===== src/rtl/ou_link_fifo_if.sv =====
// ou_link_fifo_if: one direction of an OU valid/ack link.
//   data  : result word, driven by the sender
//   valid : word on data is valid, driven by the sender
//   ack   : receiver took the word this cycle, driven by the receiver
// A transfer happens in exactly the cycles where valid and ack are both high.
// The master modport is the sending side. The slave modport is the receiving side.
interface ou_link_fifo_if #(
   parameter int XLEN = 32
);
   logic [XLEN-1:0] data;
   logic            valid;
   logic            ack;

   modport master (output data, output valid, input ack);
   modport slave  (input data, input valid, output ack);
endinterface


===== src/rtl/ou_link_fifo.sv =====
// ou_link_fifo: elastic buffer between a producing OU and a consuming OU input.
// It stores up to DEPTH words in order and decouples producer stalls from
// consumer stalls.
//   clk                : clock; all state updates on the rising edge
//   rst                : synchronous active-high reset
//   flush              : drop every stored entry
//   consumer_uses_data : the consumer port is in use; when low, producer words
//                        are acked and discarded, and stored entries are hidden
//   prod (slave)       : producer link (data_in / data_valid_in / data_in_ack)
//   cons (master)      : consumer link (data_out / data_valid_out / data_out_ack)
//   count              : occupancy, 0..DEPTH
module ou_link_fifo #(
   parameter int XLEN  = 32,
   parameter int DEPTH = 4
) (
   input  logic                       clk,
   input  logic                       rst,
   input  logic                       flush,
   input  logic                       consumer_uses_data,
   ou_link_fifo_if.slave              prod,
   ou_link_fifo_if.master             cons,
   output logic [$clog2(DEPTH+1)-1:0] count
);
   localparam int PW = $clog2(DEPTH);
   localparam int CW = $clog2(DEPTH+1);

   logic [XLEN-1:0] storage [DEPTH];
   logic [PW-1:0]   rd_ptr;
   logic [PW-1:0]   wr_ptr;
   logic            full;
   logic            push;
   logic            pop;
   logic            discard;

   // Full is taken from the registered count only. This keeps data_out_ack
   // off the data_in_ack path, so a pop frees its slot for the next cycle.
   assign full    = (count == CW'(DEPTH));
   assign push    = prod.valid && !full && consumer_uses_data && !flush && !rst;
   assign discard = prod.valid && !consumer_uses_data && !flush && !rst;
   assign prod.ack = push || discard;

   assign cons.valid = (count != '0) && consumer_uses_data;
   assign cons.data  = storage[rd_ptr];
   assign pop        = cons.ack && cons.valid && !flush;

   always_ff @(posedge clk) begin
      if (rst) begin
         rd_ptr <= '0;
         wr_ptr <= '0;
         count  <= '0;
      end else if (flush) begin
         rd_ptr <= '0;
         wr_ptr <= '0;
         count  <= '0;
      end else begin
         if (push) wr_ptr <= wr_ptr + PW'(1);
         if (pop)  rd_ptr <= rd_ptr + PW'(1);
         case ({push, pop})
            2'b10:   count <= count + CW'(1);
            2'b01:   count <= count - CW'(1);
            default: count <= count;
         endcase
      end
   end

   // Storage holds data only; validity comes from count, so it has no reset.
   always_ff @(posedge clk) begin
      if (push) storage[wr_ptr] <= prod.data;
   end
endmodule


===== src/flat_wrapper.sv =====
// flat-port wrapper written by rule: the top's interface ports become plain ports
module ou_link_fifo_flat 
#(
   parameter int XLEN  = 32,
   parameter int DEPTH = 4
)
  (clk, rst, flush, consumer_uses_data, count, prod_data, prod_valid, prod_ack, cons_data, cons_valid, cons_ack);
  ou_link_fifo_if #(.XLEN(XLEN)) prod_i ();
  ou_link_fifo_if #(.XLEN(XLEN)) cons_i ();
  input  logic clk;
  input  logic rst;
  input  logic flush;
  input  logic consumer_uses_data;
  output logic [$clog2(DEPTH+1)-1:0] count;
  input wire logic [$bits(prod_i.data)-1:0] prod_data;
  input wire logic [$bits(prod_i.valid)-1:0] prod_valid;
  output wire logic [$bits(prod_i.ack)-1:0] prod_ack;
  output wire logic [$bits(cons_i.data)-1:0] cons_data;
  output wire logic [$bits(cons_i.valid)-1:0] cons_valid;
  input wire logic [$bits(cons_i.ack)-1:0] cons_ack;
  assign prod_i.data = prod_data;
  assign prod_i.valid = prod_valid;
  assign prod_ack = prod_i.ack;
  assign cons_data = cons_i.data;
  assign cons_valid = cons_i.valid;
  assign cons_i.ack = cons_ack;
  ou_link_fifo #(.XLEN(XLEN), .DEPTH(DEPTH)) u_core (.clk(clk), .rst(rst), .flush(flush), .consumer_uses_data(consumer_uses_data), .prod(prod_i), .cons(cons_i), .count(count));
endmodule

===== config.mk =====
export PLATFORM = sky130hd
export DESIGN_NAME = ou_link_fifo_flat
export DESIGN_NICKNAME = d
export VERILOG_FILES = /design/src/rtl/ou_link_fifo_if.sv /design/src/rtl/ou_link_fifo.sv /design/src/flat_wrapper.sv
export SDC_FILE = /design/constraint.sdc
export NUM_CORES = 1
export LEC_CHECK = 0
export BUFFER_PORTS_ARGS = -buffer_cell sky130_fd_sc_hd__clkbuf_2
export CORE_UTILIZATION = 35
export DETAILED_ROUTE_END_ITERATION = 10
export GPL_TIMING_DRIVEN = 0
export PLACE_DENSITY = 0.49
export SETUP_SLACK_MARGIN = 0.5
export SYNTH_ARGS = -nofsm -noshare
export SYNTH_HDL_FRONTEND = slang
export SYNTH_SLANG_ARGS = --single-unit

===== constraint.sdc =====
create_clock -name clk -period 4.4 [get_ports clk]
set_input_delay 0.66 -clock clk [delete_from_list [all_inputs] [get_ports clk]]
set_output_delay 0.66 -clock clk [all_outputs]
set_load 0.01 [all_outputs]

==> out/qor.txt, run 1 <==
Detailed Route WL = 9217 um
Inst Count DP = 482
syn avg cell area = 22.85 um2
P&R area growth vs syn = 23.34%
Root Driver = clkbuf_16
Worst-Skew Late Latency = 0.41 ns
power per cell area = 429.7 nW/um2
dominant cell type by area after synthesis = edfxtp_1
total global-route track usage = 13.50%
CP cell instances = buf_1 -> mux4_2 -> clkbuf_2
CP Launch Type = flop
Post-CTS Setup Repair Bufs = 0
Max VDD drop = 345.1 uV
Post-CTS Resized = 0
EDFF count, synth = 128
Final period util = 59.90%
remaining design rule violation count = 0
Rows = 43
die width = 122.9 um
Vias = 2413
vias in the first global route = 2551
Leakage = 2.109 nW
crit path max fanout = 10
r2r setup slk = 2.27 ns
layout cell share with drive strength beyond 1 = 42.60%
Data arrival, critical path = 1.98 ns
crit path time final = 2.636 ns
Clock Skew = 0.006203 ns
placer congestion estimate = 0.7003
RR Endpoint = u_core.count[2]
final core occ = 44.79%
first-pass GRT wire length = 13810 um
Worst setup EP type = output pin
Slew Viols, Final = 0
RSZ-0062 raised after global routing = no
layout net count = 365
hold worst-path end = u_core.storage[1][26]
final-report hold violation count = 0
sequential fraction of the synthesis area = 78.61%
port bufs = 74
ANT nets after route = 0
outcome = complete, no violations
minimum hold slack = 0.4636 ns
hold path startpoint = prod_data[26]
deepest clock path buffer count = 2
fin cells = 511
hold depth = 1
CP max stage delay = 0.57 ns
total clock sinks = 137
grt total ovfl = 0
Syn Inst Count = 224
CTS buffer count = 17
Chip Height = 122.9 um
H-tree depth = 4
Slew HR = 53.22%
Cell variety after synth = 24
CTS tree = built
critical path type = flop to output pin
CP Buf/Inv Count = 2
worst reg2reg startpoint = u_core.count[1]
Commonest cells post-synth = 128 x edfxtp_1, 32 x mux4_2, 9 x dfxtp_1
worst hold path type = input pin to flop
Peak Freq = 0.3794 GHz
Warnings, synthesis = 0
Syn Nets = 268
actual slew at the worst max-slew pin = 0.7017 ns
largest net degree at the start of global routing = 28
Post-CTS Hold Buffers = 0
Initial Util = 36.31%
Final HPWL DP = 5817 um
CP max stage cell = buf_1
drt first pass iters = 4
Worst Path Required = 3.74 ns
initial antenna violation count = 0
Initial DRC Count = 134
IO Pins = 75
Final setup viols = 0
Die Area = 15110 um2
share of the synthesized area in the top cell type = 75.09%
mapped cell area = 5119 um2
Synth Register Bits = 137
core box area = 14100 um2
Diodes inserted = 0
Top FF cell, synth = edfxtp_1
setup TNS = 0 ns
Worst R2R Path Depth = 9
count leader, synth = edfxtp_1
asr flop ratio synth = 0%
critical path's top delay family = buffers and inverters
leading post-synthesis cells by cell area = edfxtp_1 75%, mux4_2 14%, dfxtp_1 3.5%
WL/cell = 18.04 um
total of max-cap violations = 0
Via density = 4.722
Worst-path clk slew = 0.05 ns
sequential cells by signal, indices dropped and copies added (netlist names), named ones only:
name            flops
u_core.count        3
u_core.wr_ptr       2
u_core.rd_ptr       2
u_core.storage    128
metrics by stage:
| stage | setup slack [ns] | instance area (um2) | power (mW) |
|---|---|---|---|
| 5_1_grt | 1.652 | 6314 | 2.802 |
| 3_5_place_dp | 1.736 | 5814 | 1.520 |
| 6_report | 1.764 | 6314 | 2.713 |
| 2_1_floorplan | 1.829 | 5119 | 1.480 |
| 3_3_place_gp | 0.9435 | 5714 | 1.516 |
| 4_1_cts | 1.697 | 6314 | 2.745 |
area by class of cell:
cell class,count,area [um2]
fillers,1251,7782
flip-flops and latches,137,4024
multi-input cells,71,1020
repair buffers,78,465.4
clock buffers,22,444.2
well taps,180,225.2
clock inverters,7,55.05
plain buffers,8,50.05
inverters,8,30.03
per-layer routing:
metal	up-vias	global-route usage (%)	wire length [um]
met3	14	6.319	604
li1	1111	-	-
met5	-	0	0
met2	66	21.28	4537
met1	1222	15.85	3950
met4	0	5.716	125
worst max-delay path by stage:
stage | to | slack, ns | cells after the start
2_1_floorplan | u_core.storage[0][0] | 1.83 | 4
3_3_place_gp | u_core.storage[0][0] | 0.94 | 5
3_5_place_dp | u_core.storage[0][3] | 1.74 | 6
4_1_cts | cons_data[8] | 1.70 | 3
5_1_grt | cons_data[23] | 1.65 | 3
6_report | cons_data[29] | 1.76 | 3
cells in the final DEF (no fill, tap or decap), types with 4 or more instances in the layout:
cell type,Yosys,layout
edfxtp_1,128,128
clkbuf_2,0,74
mux4_2,32,32
clkbuf_16,0,17
dfxtp_1,9,9
nor2_1,8,8
inv_1,8,8
ha_1,5,5
clkbuf_1,0,5
nand2_1,4,4
and2_2,0,4
clkinv_1,0,4
power breakdown:
part	internal, mW	switching [mW]	leakage, nW
Clock	0.755	0.466	0.244
Sequential	1.43	0.00219	1.23
Combinational	0.0257	0.0321	0.640
Total	2.21	0.500	2.11
logic make-up after synthesis:
logic type,count (synthesis),synth area share (%)
adder cells (fa/ha/maj),6,1.613
AND/OR/NAND/NOR,19,1.735
XOR/XNOR,3,0.5134
flip-flops,137,78.61
buffers and inverters,16,1.564
multiplexers,34,14.47
AO/OA/AOI/OAI,9,1.491
Power figures use the tool's default switching activity.
==> inputs of run 2 (changes only) <==
ABC_AREA = 1   (was default)
PLACE_DENSITY = 0.51   (was 0.49)
clock period = 2.3 ns   (was 4.4 ns; I/O delays follow)
==> out/qor.txt, run 2 <==
port bufs = 74
RSZ-0062 raised after global routing = yes
setup TNS = 0 ns
Slew HR = 67.96%
largest register by flop count = u_core.storage
final-report hold violation count = 0
CP most frequent cell = buf_12
leading cell type in the layout, fill and taps excluded = edfxtp_1
Syn Nets = 428
H-tree depth = 4
count leader, synth = edfxtp_1
P&R area growth vs syn = 32.62%
Worst-path clk slew = 0.06 ns
Worst-Skew Late Latency = 0.41 ns
Detailed Route WL = 11840 um
total of max-cap violations = 0
critical path type = flop to output pin
Post-CTS Hold Buffers = 0
CP Buf/Inv Count = 4
Top FF cell, synth = edfxtp_1
WL/cell = 16.92 um
CP max stage cell = dfxtp_4
hold depth = 1
Diodes inserted = 0
failing checks = DRC
worst reg2reg startpoint = u_core.count[0]
crit path max fanout = 10
hold path startpoint = prod_data[5]
Clock Skew = 0.006293 ns
critical path's top delay family = buffers and inverters
Chip Height = 125.0 um
leading post-synthesis cells by cell area = edfxtp_1 73%, nor2_1 5.3%, o21ai_0 5.3%
commonest non-fill, non-tap cells in the layout = 128 x edfxtp_1, 70 x nor2_1, 47 x clkbuf_2, 40 x o21ai_0, 29 x buf_2
design area = 7024 um2
Warnings, synthesis = 0
die width = 125.0 um
hold worst-path end = u_core.storage[0][5]
Worst R2R Path Depth = 12
Initial DRC Count = 246
sequential fraction of the synthesis area = 75.97%
drt first pass iters = 7
Commonest cells post-synth = 128 x edfxtp_1, 75 x nor2_1, 56 x o21ai_0
Data arrival, critical path = 1.56 ns
dominant cell type by area after synthesis = edfxtp_1
Slew Viols, Final = 0
layout net count = 549
Final setup viols = 0
total global-route track usage = 15.76%
Crit. path cell count = 6
vias in the first global route = 3311
Inst Count DP = 646
syn avg cell area = 13.79 um2
EDFF count, synth = 128
grt total ovfl = 0
pre-CTS WS = 0.1515 ns
minimum hold slack = 0.1530 ns
mapped cell area = 5296 um2
Rows = 44
Root Driver = clkbuf_16
share of the synthesized area in the top cell type = 72.57%
Post-DP Area = 6032 um2
post-route setup slack = 0.3932 ns
CTS buffer count = 17
Via density = 4.831
top flop regs = u_core.storage: 128 flops, u_core.count: 3 flops
Leakage = 2.589 nW
placer congestion estimate = 0.6729
most crowded layer after global routing = met2
Die Area = 15630 um2
RR Endpoint = u_core.count[2]
Syn Inst Count = 384
Cell variety after synth = 25
actual slew at the worst max-slew pin = 0.4795 ns
CP max stage delay = 0.35 ns
initial antenna violation count = 1
Fillers = 1319
power per cell area = 747.7 nW/um2
Synth Register Bits = 137
CP Launch Type = flop
core box area = 14640 um2
total chip power = 5.252 mW
worst hold path type = input pin to flop
Worst Path Required = 1.96 ns
Peak Freq = 0.5244 GHz
CP cell instances = buf_12 -> inv_16 -> buf_12 -> nor2_1 -> o22ai_1 -> buf_2
layout cell share with drive strength beyond 1 = 35.85%
outcome = finished, violations left
deepest clock path buffer count = 2
CTS tree = built
Final HPWL DP = 7155 um
final core occ = 47.97%
r2r setup slk = 0.57 ns
Vias = 3382
largest net degree at the start of global routing = 21
Final period util = 82.90%
max reg flops = 128
ANT nets after route = 0
Worst setup EP type = output pin
Max VDD drop = 495.9 uV
fin cells = 700
asr flop ratio synth = 0%
Initial Util = 36.17%
crit path time final = 1.907 ns
total clock sinks = 137
IO Pins = 75
met2 Resource Use GR = 25.11%
remaining design rule violation count = 8
first-pass GRT wire length = 18060 um
met1 usage = 20.43%
met3 Resource Use GR = 4.664%
==> run 2: what timing repair did <==
item / in CTS / in global routing
resized for setup: 51 / 55
pin swaps: 18 / 14
gates cloned: 3 / 1
setup endpoints to repair: 49 / 68
buffers inserted: 17 / 3
==> run 2: how the worst max path moves through the flow <==
stage / to
global placement: u_core.storage[3][7]
finish: cons_data[25]
global route: cons_data[25]
CTS: cons_data[14]
floorplan: u_core.storage[0][0]
detailed placement: u_core.storage[0][7]
==> run 2: cells by family after synthesis <==
| family | synth area share [%] |
|---|---|
| compound gates | 10.70 |
| fa+ha+maj | 1.559 |
| buf+inv | 4.205 |
| flops | 75.97 |
| simple gates | 7.560 |
==> run 2: power breakdown <==
part           internal, mW  switching [mW]
logic                0.0535          0.0748
clock network          1.45           0.933
registers              2.74         0.00460
==> run 2: cell type report <==
type / count / area [um2] / share of cell area (%)
Buffer: 19 / 224.0 / 3.188
Clock buffer: 19 / 432.9 / 6.163
Clock inverter: 11 / 83.83 / 1.193
Inverter: 20 / 92.59 / 1.318
Multi-Input combinational cell: 208 / 1184 / 16.85
Sequential cell: 137 / 4035 / 57.45
Tap cell: 184 / 230.2 / 3.278
Timing Repair Buffer: 101 / 730.7 / 10.40
Timing Repair inverter: 1 / 11.26 / 0.1603
==> run 2: metal layers <==
layer,up-vias,wire [um]
met5,-,0
met4,0,155
met3,16,677
met2,95,5810
met1,1621,5201
li1,1650,-
==> inputs of run 3 (changes only) <==
clock period = 1.6 ns   (was 2.3 ns; I/O delays follow)
==> out/qor.txt, run 3 (synthesis gave the netlist of run 2 again) <==
outcome = finished, violations left
failing checks = DRC, setup timing
initial antenna violation count = 0
fin cells = 709
Final period util = 111.1%
crit path time final = 1.778 ns
CTS tree = built
Peak Freq = 0.5625 GHz
CP Launch Type = flop
port bufs = 74
total chip power = 7.433 mW
crit path max fanout = 11
core box area = 14640 um2
actual slew at the worst max-slew pin = 0.2513 ns
H-tree depth = 4
Via density = 4.887
Worst Path Required = 1.36 ns
Clock Skew = 0.007020 ns
die width = 125.0 um
drt first pass iters = 7
largest net degree at the start of global routing = 17
Post-DP Area = 6202 um2
Routed met3 length = 527 um
hold worst-path end = u_core.storage[3][9]
post-route setup slack = -0.1779 ns
Diodes inserted = 0
minimum hold slack = 0.04017 ns
Rows = 44
Leakage = 2.732 nW
Worst-path clk slew = 0.06 ns
Chip Height = 125.0 um
layout net count = 557
largest register by flop count = u_core.storage
Top Metal Used = met4
P&R area growth vs syn = 42.24%
ANT nets after route = 0
power per cell area = 986.7 nW/um2
Worst R2R Path Depth = 11
Final setup viols = 34
vias in the first global route = 3445
Max VDD drop = 853.1 uV
WL/cell = 18.40 um
commonest non-fill, non-tap cells in the layout = 128 x edfxtp_1, 58 x clkbuf_2, 57 x nor2_1, 32 x o22ai_2, 25 x o21ai_2
Slew HR = 83.07%
IO Pins = 75
Root Driver = clkbuf_16
hold depth = 1
Vias = 3465
hold path startpoint = prod_data[9]
grt total ovfl = 0
Initial DRC Count = 214
Inst Count DP = 642
DR WL met2 = 6677 um
final-report hold violation count = 0
Data arrival, critical path = 1.54 ns
first-pass GRT wire length = 19600 um
RR Endpoint = u_core.count[2]
total clock sinks = 137
critical path type = flop to output pin
remaining design rule violation count = 12
Initial Util = 36.17%
Met1 Routed Length = 5625 um
worst reg2reg startpoint = u_core.count[1]
design area = 7533 um2
r2r setup slk = -0.15 ns
Slew Viols, Final = 0
deepest clock path buffer count = 2
Detailed Route WL = 13050 um
placer congestion estimate = 0.7117
Final HPWL DP = 6797 um
Die Area = 15630 um2
total global-route track usage = 17.37%
setup TNS = -4.462 ns
RSZ-0062 raised after global routing = yes
max reg flops = 128
Fillers = 1272
layout cell share with drive strength beyond 1 = 48.95%
leading cell type in the layout, fill and taps excluded = edfxtp_1
Worst setup EP type = output pin
top flop regs = u_core.storage: 128 flops, u_core.count: 3 flops
CTS buffer count = 17
Worst-Skew Late Latency = 0.42 ns
pre-CTS WS = -0.6920 ns
total of max-cap violations = 0
final core occ = 51.44%
worst hold path type = input pin to flop
Post-CTS Hold Buffers = 0
run 3: layer usage:
layer,vias up,track usage [%]
li1,1670,-
met4,0,7.102
met5,-,0
met1,1711,21.18
met3,14,3.937
met2,70,29.81
run 3: layout make-up:
cell class / instances / area, um2 / share of cell area (%)
flip-flops and latches: 137 / 4039 / 53.61
well taps: 184 / 230.2 / 3.056
repair buffers: 106 / 872.1 / 11.58
clock inverters: 12 / 61.31 / 0.8138
inverters: 20 / 95.09 / 1.262
clock buffers: 19 / 432.9 / 5.747
multi-input cells: 212 / 1535 / 20.38
plain buffers: 19 / 267.8 / 3.554
run 3: report_power, final:
group	total [mW]	internal (mW)	switching [mW]
clock network	3.27	1.92	1.35
logic	0.221	0.0942	0.127
registers	3.94	3.93	0.00698
run 3: timing repair:
| action | in CTS | in global routing |
|---|---|---|
| setup buffers | 21 | 8 |
| setup endpoints to repair | 168 | 168 |
| pin swaps | 9 | 13 |
| endpoints found under the hold margin | 0 | 0 |
| resized for setup | 41 | 81 |
| cloned | 5 | 2 |
run 3: worst max path at each step:
stage,start,end,slack [ns],depth (start not counted)
final,flop,cons_data[31],-0.18,6
after global routing,flop,cons_data[25],-0.23,5
after CTS,flop,cons_data[13],-0.19,6
after detailed placement,flush,u_core.storage[3][12],-0.69,6
after global placement,flush,u_core.storage[0][2],-0.69,6
after floorplan,u_core.count[0],u_core.count[2],-0.11,11
run 3: critical path: stages, from the launching register on:
cell and delay, ns:
dfxtp_2 0.33, buf_12 0.15, inv_16 0.10, buf_12 0.14, nor2_1 0.05, o22ai_2 0.17
buf_2 0.16
